## src/rtl/codec_bus_slave.sv

```systemverilog
// codec_bus_slave: memory-mapped register and sample-FIFO slave for the WM8731 codec controller
module codec_bus_slave #(
    parameter int FIFO_DEPTH = 8
) (
    input  logic        Clk,
    input  logic        Rst,
    input  logic        slave_read,
    input  logic        slave_write,
    input  logic        slave_chipselect,
    input  logic [2:0]  slave_address,
    input  logic [31:0] slave_writedata,
    output logic [31:0] slave_readdata,
    output logic        slave_waitrequest,
    input  logic        slave_beginbursttransfer,
    input  logic [7:0]  slave_burstcount,
    output logic        slave_irq,
    output logic [23:0] i2c_packet,
    output logic        i2c_start,
    input  logic        i2c_busy,
    output logic [31:0] dac_data,
    output logic        dac_valid,
    input  logic        dac_ready,
    input  logic [31:0] adc_data,
    input  logic        adc_valid
);
    localparam int AW = $clog2(FIFO_DEPTH);
    typedef enum logic [1:0] {IDLE, RWAIT, RDONE, BURST} state_t;
    state_t state, state_nx;
    logic [31:0] dac_mem [FIFO_DEPTH];
    logic [31:0] adc_mem [FIFO_DEPTH];
    logic [AW:0] dac_wp, dac_rp, adc_wp, adc_rp;
    logic [31:0] i2c_reg, status, rd_val;
    logic [2:0]  ctrl;
    logic [7:0]  beats;
    logic        i2c_done, adc_ovf, busy_q;
    logic        dac_full, dac_empty, adc_full, adc_empty;
    logic        rd, wr, wr_acc, rd_acc, capture;
    logic        dac_push, dac_pop, adc_push, adc_pop, clr_sticky;

    assign dac_empty = dac_wp == dac_rp;
    assign adc_empty = adc_wp == adc_rp;
    assign dac_full  = (dac_wp[AW] != dac_rp[AW]) && (dac_wp[AW-1:0] == dac_rp[AW-1:0]);
    assign adc_full  = (adc_wp[AW] != adc_rp[AW]) && (adc_wp[AW-1:0] == adc_rp[AW-1:0]);

    assign rd = slave_chipselect & slave_read;
    assign wr = slave_chipselect & slave_write & ~slave_read;
    assign slave_waitrequest = (rd & (state != RDONE)) |
                               (wr & (((slave_address == 3'd2) & dac_full) |
                                      ((slave_address == 3'd1) & (i2c_busy | i2c_start))));
    assign wr_acc = wr & ~slave_waitrequest;
    assign rd_acc = rd & (state == RDONE);

    assign dac_push   = wr_acc & (slave_address == 3'd2);
    assign dac_pop    = dac_valid & dac_ready;
    assign adc_push   = adc_valid & ~adc_full;
    assign adc_pop    = rd_acc & (slave_address == 3'd3);
    assign clr_sticky = rd_acc & (slave_address == 3'd0);

    assign dac_valid  = ~dac_empty;
    assign dac_data   = dac_mem[dac_rp[AW-1:0]];
    assign i2c_packet = i2c_reg[23:0];

    assign status = {24'd0, beats != 8'd0, adc_ovf, i2c_done, dac_empty, adc_empty, adc_full, dac_full, i2c_busy};
    assign rd_val = slave_address == 3'd0 ? status :
                    slave_address == 3'd1 ? i2c_reg :
                    slave_address == 3'd3 ? adc_mem[adc_rp[AW-1:0]] :
                    slave_address == 3'd4 ? {29'd0, ctrl} : 32'd0;

    // Each beat first captures (IDLE/BURST/RWAIT), then completes in RDONE.
    always_comb begin
        state_nx = state;
        capture  = 1'b0;
        case (state)
            IDLE, BURST: if (rd) begin
                if (slave_address == 3'd3 && adc_empty) state_nx = RWAIT;
                else begin
                    capture  = 1'b1;
                    state_nx = RDONE;
                end
            end
            RWAIT: if (!adc_empty) begin
                capture  = 1'b1;
                state_nx = RDONE;
            end
            default: if (rd) state_nx = beats > 8'd1 ? BURST : IDLE;
        endcase
    end

    always_ff @(posedge Clk) begin
        if (dac_push) dac_mem[dac_wp[AW-1:0]] <= slave_writedata;
        if (adc_push) adc_mem[adc_wp[AW-1:0]] <= adc_data;
    end

    always_ff @(posedge Clk) begin
        if (Rst) begin
            state          <= IDLE;
            dac_wp         <= '0;
            dac_rp         <= '0;
            adc_wp         <= '0;
            adc_rp         <= '0;
            i2c_reg        <= '0;
            i2c_start      <= 1'b0;
            ctrl           <= '0;
            beats          <= '0;
            i2c_done       <= 1'b0;
            adc_ovf        <= 1'b0;
            busy_q         <= 1'b0;
            slave_readdata <= '0;
            slave_irq      <= 1'b0;
        end else begin
            state     <= state_nx;
            dac_wp    <= dac_wp + {{AW{1'b0}}, dac_push};
            dac_rp    <= dac_rp + {{AW{1'b0}}, dac_pop};
            adc_wp    <= adc_wp + {{AW{1'b0}}, adc_push};
            adc_rp    <= adc_rp + {{AW{1'b0}}, adc_pop};
            i2c_start <= wr_acc & (slave_address == 3'd1);
            busy_q    <= i2c_busy;
            // A new sticky event takes priority over a same-cycle STATUS read-clear.
            i2c_done  <= (busy_q & ~i2c_busy) | (i2c_done & ~clr_sticky);
            adc_ovf   <= (adc_valid & adc_full) | (adc_ovf & ~clr_sticky);
            slave_irq <= |(ctrl & {i2c_done, dac_empty, ~adc_empty});
            if (wr_acc && slave_address == 3'd1) i2c_reg <= slave_writedata;
            if (wr_acc && slave_address == 3'd4) ctrl <= slave_writedata[2:0];
            if (capture) slave_readdata <= rd_val;
            if (state == IDLE && rd && slave_beginbursttransfer)
                beats <= slave_burstcount == 8'd0 ? 8'd1 : slave_burstcount;
            else if (rd_acc && beats != 8'd0)
                beats <= beats - 8'd1;
        end
    end
endmodule

```

## config.mk

```make
export PLATFORM = sky130hd
export DESIGN_NAME = codec_bus_slave
export DESIGN_NICKNAME = d
export VERILOG_FILES = /design/src/rtl/codec_bus_slave.sv
export SDC_FILE = /design/constraint.sdc
export NUM_CORES = 1
export LEC_CHECK = 0
export ABC_AREA = 1
export BUFFER_PORTS_ARGS = -buffer_cell sky130_fd_sc_hd__buf_4
export CAP_MARGIN = 25
export CELL_PAD_IN_SITES_DETAIL_PLACEMENT = 0
export CELL_PAD_IN_SITES_GLOBAL_PLACEMENT = 1
export CORE_MARGIN = 5
export CORE_UTILIZATION = 33
export CTS_BUF_LIST = sky130_fd_sc_hd__clkbuf_8
export CTS_CLUSTER_SIZE = 14
export DETAILED_ROUTE_END_ITERATION = 8
export GPL_ROUTABILITY_DRIVEN = 0
export GPL_TIMING_DRIVEN = 0
export PLACE_DENSITY_LB_ADDON = 0.1
export SYNTH_ARGS = -nofsm -noshare
export SYNTH_HDL_FRONTEND = slang
export SYNTH_SLANG_ARGS = --single-unit
```

## constraint.sdc

```tcl
create_clock -name Clk -period 7.05 [get_ports Clk]
set_input_delay 0.705 -clock Clk [delete_from_list [all_inputs] [get_ports Clk]]
set_output_delay 0.705 -clock Clk [all_outputs]
set_load 0.02 [all_outputs]
```

==> flow_summary_export.csv, run 1 <==
group,metric,value,unit
timing,finalCritPeriodShare,0.5247,
cts,cts_setup_buffers,0,
timing,tightest_slew,0.8423,ns
layout,layout-drive-gt1-share,0.1655,
setup_path,regToRegStartpoint,"dac_rp[0]",
logic_synthesis,syn_area,24790,sq um
routing,vias,17140,
routing,drtAntennaViolNets,0,
die,row_count,100,
cts,clock_latency,0.70,ns
logic_synthesis,seq_area_frac_synth,0.6995,
cts,hold_buffers,0,
timing,max-slew-margin-rel,0.4385,
timing,skew,0.02055,ns
die,design.core.area,74450,sq um
routing,drt-initial-drc-count,1048,
logic_synthesis,ys_ff_latch,610,
routing,drtPass1Iterations,5,
power,total_power,7.340,mW
timing,whs,0.2414,ns
timing,tns,0,ns
grt,antenna_found_initial,6,
layout,syn2layout_area_growth,19.75,%
grt,grt_usage,0.1847,
setup_path,critical_path_class,"reg -> out",
setup_path,startpoint_type,"flip-flop",
logic_synthesis,netlist-cell-type-count,38,
cts,cts_inserted_buffers,104,
grt,grt_pass1_wl,112900,microns
cts,clk_path_buf_depth,3,
die,start_util,0.3329,
logic_synthesis,synth_fp_nets,2326,
place,place_hpwl,52740,microns
timing,rsz0062_at_grt,"no",
logic_synthesis,yosysWarnings,0,
timing,slew_violations,0,
cts,htree_levels,3,
setup_path,cp-startpoint,"dac_rp[0]",
setup_path,cp_top_family,"buffers and inverters",
setup_path,cp_slowest_cell,"dfxtp_1",
layout,layout_commonest_cell,"edfxtp_1",
outcome,outcome,"completed",
layout,final_cell_mix,"512 x edfxtp_1, 418 x nor2_1, 403 x nand2_1",
grt,grt_max_degree,26,
setup_path,max_stage_delay,0.39,ns
layout,nets,2622,
flow_run,drv_cap,0,
cts,cts_tree,"built",
routing,totalWireLength,76450,microns
setup_path,crit_buf_inv,5,
timing,finalHoldViolCount,0,
die,pin_count,176,
logic_synthesis,synth-edff-count,512,
grt,first_global_vias,17400,
setup_path,arrival,2.99,ns
die,fp.dieW,284.1,microns
logic_synthesis,syn_area_per_cell,11.12,sq um
routing,remaining_drc_errors,0,
min_path,hold_class,"in -> reg",
timing,max_freq,270.3,MHz
cts,cts_resized,0,
cts,cts.clk_slew.worst_paths,0.06,ns
timing,period_needed,3.699,ns
cts,cts_root_buffer,"clkbuf_8",
setup_path,worstPathCellList,"inv_2 -> buf_2 -> buf_2 -> buf_2 -> nor2_1 -> o22ai_1 -> nor2_1 -> a31oi_1 -> buf_4",
setup_path,cp.required,6.34,ns
place,portBuffers,174,
timing,setup_viol,0,
die,die-area,80690,sq um
logic_synthesis,synth_flop_cell,"edfxtp_1",
cts,numClockSinks,610,
setup_path,end_kind,"output port",
grt,grt_overflow,0,
layout,final_util,0.3987,
logic_synthesis,ys_async_sr_fraction,0,
min_path,min-delay-start,"adc_data[17]",
die,fp.dieH,284.1,microns
power,power_density,247.3,nW/um^2
routing,vias_per_cell,4.775,
power,leakagePower,11.21,nW
setup_path,cp_max_fo,10,
routing,wl_per_cell,21.30,microns
power,ir_worst_vdd,0.0001323,V
logic_synthesis,postSynthCellCount,2229,
setup_path,crit_top_cell,"buf_2",
-- through the flow --
stage / instance area [sq um] / setup slack, ns / cells
detailed placement: 27790 / 3.833 / 3388
finish: 29680 / 3.351 / 3589
CTS: 29670 / 3.243 / 3585
floorplan: 24790 / 3.822 / 2229
global route: 29670 / 3.103 / 3587
global placement: 27300 / 1.884 / 3372
-- routing by layer --
layer	routed length (microns)	global-route usage
met1	33420	0.2391
met2	37390	0.3137
met3	3755	0.04159
met4	1848	0.05188
met5	34	0
-- cells in the mapped netlist, types with 2 or more instances --
cell	instances	share of area
nor2_1	434	0.066
a31oi_1	37	0.0093
buf_4	29	0.0088
edfxtp_1	512	0.62
o22ai_1	32	0.0081
o21ai_0	179	0.036
clkbuf_1	57	0.0086
ha_1	13	0.0066
inv_2	6	0.00091
nor2_2	3	0.00076
a21oi_1	9	0.0018
clkbuf_2	2	0.00040
xnor2_1	5	0.0018
buf_6	11	0.0050
nand3_1	192	0.039
xor2_1	9	0.0032
buf_2	43	0.0087
nor3_1	4	0.00081
o21ai_1	10	0.0020
or2_2	2	0.00050
inv_1	82	0.012
o211ai_1	9	0.0027
nand4_1	4	0.0010
a22o_1	24	0.0085
dfxtp_1	98	0.079
buf_1	9	0.0014
nand2_1	403	0.061
-- path summary, 6_finish.rpt --
check / end / cells past startpoint / slack, ns
setup reg to reg: dac_mem[2][21] / 9 / 4.24
setup / recovery: dac_data[27] / 9 / 3.35
hold reg to reg: i2c_done / 2 / 0.46
hold / removal: adc_mem[5][17] / 1 / 0.24
-- cell type report --
cell class | count | area (sq um)
antenna | 4 | 10.01
buffer | 151 | 814.5
clock buffer | 110 | 1514
clock inverter | 87 | 366.6
fill | 7304 | 44770
inverter | 89 | 336.6
multi-input combinational | 1379 | 6417
sequential | 610 | 17340
tap | 969 | 1212
timing repair buffer | 190 | 1672
-- kinds of logic after synthesis --
family / Yosys count / synth area share
flip-flops: 610 / 0.6995
AND/OR/NAND/NOR: 1048 / 0.1723
AO/OA/AOI/OAI: 303 / 0.06961
buffers and inverters: 240 / 0.04644
XOR/XNOR: 15 / 0.005604
adder cells (fa/ha/maj): 13 / 0.006563
-- power by group --
part / internal, mW / total [mW] / switching (mW)
combinational: 0.150 / 0.451 / 0.301
sequential: 3.98 / 4.01 / 0.0351
clock: 1.44 / 2.88 / 1.44
total: 5.57 / 7.34 / 1.77
No activity file was read; power rests on OpenSTA's default activity.
==> run 2, diff against run 1 <==
--- a/config.mk
+++ b/config.mk
@@ -5,7 +5,7 @@
 export SDC_FILE = /design/constraint.sdc
 export NUM_CORES = 1
 export LEC_CHECK = 0
-export ABC_AREA = 1
+export ABC_AREA = 0
 export BUFFER_PORTS_ARGS = -buffer_cell sky130_fd_sc_hd__buf_4
 export CAP_MARGIN = 25
 export CELL_PAD_IN_SITES_DETAIL_PLACEMENT = 0
==> constraint.sdc (replaced) <==
create_clock -name Clk -period 3.3 [get_ports Clk]
set_input_delay 0.33 -clock Clk [delete_from_list [all_inputs] [get_ports Clk]]
set_output_delay 0.33 -clock Clk [all_outputs]
set_load 0.02 [all_outputs]
==> flow_summary_export.csv, run 2 <==
group,metric,value,unit
layout,final_util,0.4136,
grt,grt_max_degree,23,
logic_synthesis,synth-simple-area-share,0.04829,
grt,grt_usage,0.1688,
outcome,outcome,"completed",
place,place_area,26810,sq um
cts,cts.clk_slew.worst_paths,0.06,ns
setup_path,end_kind,"output port",
timing,setup_viol,0,
flow_run,drv_cap,0,
logic_synthesis,seq_area_frac_synth,0.7281,
layout,syn2layout_area_growth,24.17,%
logic_synthesis,syn_area_per_cell,18.18,sq um
timing,finalCritPeriodShare,0.9385,
setup_path,startpoint_type,"flip-flop",
power,ir_worst_vdd,0.0003236,V
grt,first_global_vias,14200,
grt,antenna_found_initial,3,
cts,numClockSinks,610,
setup_path,max_stage_delay,0.55,ns
grt,grt_overflow,0,
timing,whs,0.08171,ns
routing,drt-initial-drc-count,927,
logic_synthesis,ys_ff_latch,610,
routing,drtPass1Iterations,5,
place,place_hpwl,44680,microns
routing,vias,13200,
logic_synthesis,synth_fa_ha_area_frac,0.006831,
timing,skew,0.02127,ns
logic_synthesis,synth_flop_cell,"edfxtp_1",
routing,totalWireLength,66060,microns
logic_synthesis,synthXorXnorAreaFrac,0.007357,
logic_synthesis,synth_fp_nets,1407,
routing,wl_per_cell,24.30,microns
setup_path,cp_slowest_cell,"mux4_2",
min_path,min-delay-start,"slave_address[1]",
layout,layout_commonest_cell,"edfxtp_1",
logic_synthesis,yosysWarnings,0,
timing,max_freq,322.9,MHz
logic_synthesis,netlist-cell-type-count,59,
cts,htree_levels,3,
routing,drtAntennaViolNets,0,
routing,vias_per_cell,4.856,
setup_path,cp_max_fo,10,
timing,rsz0062_at_grt,"yes",
setup_path,worstPathCellList,"buf_2 -> buf_4 -> mux4_2 -> mux2_2 -> buf_4",
cts,clk_path_buf_depth,3,
setup_path,r2r_end,"dac_mem[1][11]",
logic_synthesis,synth_top_family_by_area,"multiplexers",
layout,final_cell_mix,"512 x edfxtp_1, 209 x buf_4, 128 x mux4_2",
logic_synthesis,yosysMostFrequentCell,"edfxtp_1",
timing,finalHoldViolCount,0,
layout,layout-drive-gt1-share,0.3367,
logic_synthesis,yosysTopAreaCellShare,0.6457,
place,pre_cts_slack,-0.07904,ns
layout,finalInstanceArea,29570,sq um
logic_synthesis,synth_area_leaders,"edfxtp_1 65%, mux4_2 12%, dfxtp_1 8.2%, nand2_1 1.7%, mux2_2 1.5%",
setup_path,cp.required,2.97,ns
min_path,hold_class,"in -> reg",
logic_synthesis,ys_async_sr_fraction,0,
die,row_count,98,
cts,cts_root_buffer,"clkbuf_8",
timing,period_needed,3.097,ns
cts,cts_inserted_buffers,104,
die,fp.dieW,278.6,microns
min_path,holdPathEnd,"slave_readdata[7]",
setup_path,rrSetupSlack,0.21,ns
power,power_density,538.0,nW/um^2
timing,max-slew-margin-rel,0.3446,
logic_synthesis,synth_top_cell_by_area,"edfxtp_1",
min_path,whs_path_depth,4,
setup_path,critical_path_class,"reg -> out",
logic_synthesis,postSynthCellCount,1310,
setup_path,rr_worst_depth,6,
die,fp.dieH,278.6,microns
grt,grt_pass1_wl,97270,microns
logic_synthesis,synth-edff-count,512,
cts,clock_latency,0.69,ns
logic_synthesis,ys_top_cells_by_count,"512 x edfxtp_1, 128 x mux4_2, 110 x nand2_1, 98 x dfxtp_1, 78 x nor2_1",
die,pin_count,176,
die,design.core.area,71490,sq um
cts,cts_tree,"built",
timing,slew_violations,0,
place,portBuffers,172,
setup_path,regToRegStartpoint,"dac_wp[0]",
setup_path,arrival,2.77,ns
logic_synthesis,synth_mux_area_frac,0.1391,
logic_synthesis,synth_compound_area_frac,0.04651,
layout,nets,1786,
logic_synthesis,syn_area,23810,sq um
setup_path,crit_top_cell,"buf_4",
die,die-area,77620,sq um
power,leakagePower,9.829,nW
timing,tightest_slew,0.9832,ns
die,start_util,0.3331,
timing,layout_setup_ws,0.2029,ns
routing,remaining_drc_errors,0,
run 2: metal layers:
layer | vias to the layer above | track usage | share of wire
met5 | - | 0 | 0.00011
met4 | 2 | 0.04057 | 0.019
li1 | 5970 | - | -
met3 | 90 | 0.03386 | 0.044
met2 | 323 | 0.2854 | 0.50
met1 | 6818 | 0.2263 | 0.44
run 2: how the worst max path moves through the flow:
stage	from	end	slack [ns]
CTS	dac_rp[0]	dac_data[0]	-0.03
global route	dac_rp[2]	slave_waitrequest	-0.02
detailed placement	dac_rp[2]	dac_mem[2][19]	-0.08
finish	dac_rp[0]	dac_data[29]	0.20
floorplan	dac_rp[2]	dac_mem[0][0]	-0.58
global placement	dac_rp[2]	dac_mem[2][19]	-3.39
run 2: through the flow:
step / cells / setup TNS (ns) / power, mW
finish: 2719 / 0 / 15.91
global route: 2719 / -0.01823 / 16.60
global placement: 2432 / -902.15 / 9.617
CTS: 2712 / -0.2976 / 16.16
detailed placement: 2454 / -0.6245 / 9.661
floorplan: 1310 / -37.35 / 9.162
run 2: power by group:
group | leakage, nW | internal, mW | switching [mW]
clock | 1.13 | 3.34 | 3.01
sequential | 5.42 | 8.49 | 0.0846
combinational | 3.27 | 0.418 | 0.570
total | 9.83 | 12.2 | 3.66
run 2: timing repair:
item	4_1_cts	5_1_grt
endpoints found under the hold margin	558	0
pin swaps	0	1
setup buffers	0	4
setup endpoints to repair	40	68
gates resized for setup	8	11
hold buffers	74	0
run 2: final cells by class:
cell class | instances | area, sq um
plain buffers | 94 | 550.5
diodes | 2 | 5.005
inverters | 10 | 37.54
flip-flops and latches | 610 | 17340
well taps | 950 | 1189
multi-input cells | 596 | 6043
clock inverters | 72 | 382.9
clock buffers | 112 | 1541
repair buffers | 273 | 2480
fillers | 6565 | 41920
run 2: logic make-up (layout without fill, tap and decap cells):
logic type | count (synthesis) | count (layout)
DFF | 610 | 610
and+or+nand+nor | 257 | 257
adders and majority gates | 13 | 13
muxes | 167 | 167
buffers and inverters | 104 | 561
xor gates and xnor gates | 20 | 20
other | 0 | 2
AOI/OAI and AO/OA | 139 | 139
run 2: critical path: cells and delay by family (launching register included):
family | cells | cell delay [ns]
flops | 1 | 0.38
buf+inv | 3 | 0.82
mux | 2 | 0.88
==> run 3, diff against run 2 <==
--- a/config.mk
+++ b/config.mk
@@ -10,7 +10,6 @@
 export CAP_MARGIN = 25
 export CELL_PAD_IN_SITES_DETAIL_PLACEMENT = 0
 export CELL_PAD_IN_SITES_GLOBAL_PLACEMENT = 1
-export CORE_MARGIN = 5
 export CORE_UTILIZATION = 33
 export CTS_BUF_LIST = sky130_fd_sc_hd__clkbuf_8
 export CTS_CLUSTER_SIZE = 14
==> constraint.sdc (replaced) <==
create_clock -name Clk -period 3.3 [get_ports Clk]
set_input_delay 0.495 -clock Clk [delete_from_list [all_inputs] [get_ports Clk]]
set_output_delay 0.495 -clock Clk [all_outputs]
set_load 0.02 [all_outputs]
==> flow_summary_export.csv, run 3 (same netlist as run 2, synthesis figures left out) <==
group,metric,value,unit
cts,htree_levels,3,
power,power_density,542.1,nW/um^2
cts,numClockSinks,610,
setup_path,critical_path_class,"reg -> out",
layout,final_cell_mix,"512 x edfxtp_1, 207 x buf_4, 128 x mux4_2",
routing,vias_per_cell,4.828,
power,total_power,15.87,mW
timing,setup_viol,0,
min_path,min-delay-start,"adc_data[31]",
timing,layout_setup_ws,0.08617,ns
setup_path,r2r_end,"dac_mem[1][14]",
routing,drt-initial-drc-count,860,
place,dp.cells,2452,
timing,slew_violations,0,
routing,drtAntennaViolNets,0,
outcome,outcome,"completed",
routing,remaining_drc_errors,0,
layout,layout_commonest_cell,"edfxtp_1",
timing,max_freq,311.2,MHz
grt,grt_overflow,0,
timing,finalHoldViolCount,0,
routing,drtPass1Iterations,8,
cts,clock_latency,0.68,ns
layout,num-fill-cells,6541,
timing,rsz0062_at_grt,"yes",
layout,ff_latch_area,17340,sq um
die,fp.dieH,270.6,microns
layout,layout-drive-gt1-share,0.3468,
setup_path,cp.required,2.80,ns
grt,first_global_vias,13580,
timing,max-slew-margin-rel,0.3513,
die,start_util,0.3331,
setup_path,rrSetupSlack,0.22,ns
place,place_hpwl,43350,microns
place,pre_cts_slack,0.03507,ns
timing,period_needed,3.214,ns
timing,tightest_slew,0.9731,ns
routing,vias,12950,
layout,syn2layout_area_growth,22.95,%
grt,grt_usage,0.1761,
setup_path,arrival,2.72,ns
timing,skew,0.01536,ns
layout,multi_input_area,6043,sq um
timing,finalCritPeriodShare,0.9739,
layout,final_cells,2682,
routing,totalWireLength,63980,microns
power,leakagePower,9.691,nW
power,ir_worst_vdd,0.0002651,V
die,row_count,98,
grt,grt_pass1_wl,93630,microns
min_path,holdPathEnd,"adc_mem[5][31]",
place,portBuffers,172,
die,design.core.area,71490,sq um
setup_path,cp_max_fo,8,
setup_path,regToRegStartpoint,"dac_rp[2]",
setup_path,rr_worst_depth,7,
grt,antenna_found_initial,3,
grt,grt_max_degree,24,
cts,cts_tree,"built",
die,fp.dieW,270.6,microns
routing,wl_per_cell,23.86,microns
cts,clk_path_buf_depth,3,
min_path,whs_path_depth,1,
timing,tns,0,ns
min_path,hold_class,"in -> reg",
die,pin_count,176,
cts,cts_root_buffer,"clkbuf_8",
layout,nets,1739,
die,die-area,73230,sq um
cts,cts.clk_slew.worst_paths,0.06,ns
setup_path,end_kind,"output port",
flow_run,drv_cap,0,
setup_path,startpoint_type,"flip-flop",
cts,cts_inserted_buffers,104,
==> run 3: changes by cell type in the layout (fill, tap and decap cells not counted), sizes merged <==
cell	delta
bufinv	-1
buf	-2
clkinv	+15
inv	-6
dlygate4sd3	-43
==> run 3: stage by stage <==
step                  util  cell area (sq um)  hold WS, ns
finish              0.4095              29270      0.07143
global route        0.4095              29270     0.001834
CTS                 0.4087              29210    0.0002332
floorplan                -              23830       0.4366
detailed placement  0.3766              26920       0.4507
global placement    0.3680              26310       0.4508
==> run 3: cell type report <==
| class | instances | area share |
|---|---|---|
| repair buffers | 226 | 0.07317 |
| flip-flops and latches | 610 | 0.5922 |
| multi-input cells | 596 | 0.2064 |
| clock buffers | 114 | 0.05360 |
| plain buffers | 94 | 0.01945 |
| diodes | 2 | 0.0001710 |
| inverters | 10 | 0.001282 |
| well taps | 950 | 0.04060 |
| clock inverters | 80 | 0.01308 |
==> run 3: how the worst max path moves through the flow <==
stage          cells past startpoint             start           endpoint  slack [ns]
6_report                           7         dac_rp[2]  slave_waitrequest        0.09
5_1_grt                            7         dac_rp[2]  slave_waitrequest       -0.10
4_1_cts                            7         dac_rp[2]  slave_waitrequest       -0.01
3_5_place_dp                       7  slave_chipselect     dac_mem[2][16]        0.04
3_3_place_gp                       6  slave_chipselect     dac_mem[3][16]       -1.89
2_1_floorplan                      6  slave_address[0]      dac_mem[1][0]        0.21
==> run 3: what timing repair did <==
item / 4_1_cts / 5_1_grt
setup endpoints to repair: 33 / 51
setup buffers: 0 / 3
gates resized for setup: 17 / 4
hold endpoints to repair: 229 / 0
pin swaps: 0 / 3
hold buffers: 31 / 0
==> run 3: report_power, final <==
| group | switching [mW] | internal [mW] |
|---|---|---|
| Combinational | 0.547 | 0.392 |
| Clock | 3.03 | 3.32 |
| Sequential | 0.0888 | 8.49 |
| Total | 3.67 | 12.2 |
==> run 3: worst max-delay path, cell delays in order (launching register included) <==
cell	delay [ns]
dfxtp_1	0.30
buf_2	0.25
xor2_1	0.14
nor4_2	0.57
a31oi_1	0.22
nor4b_1	0.26
o21a_1	0.16
buf_4	0.13
==> run 3: per-layer routing <==
layer  track usage  wire, microns  vias to the layer above  part of all wire
li1              -              -                     5887                 -
met1        0.2327          28270                     6699              0.44
met2        0.2952          31980                      276              0.50
met3       0.03568           2532                       84             0.040
met4       0.04550           1173                        4             0.018
met5             0             23                        -           0.00036
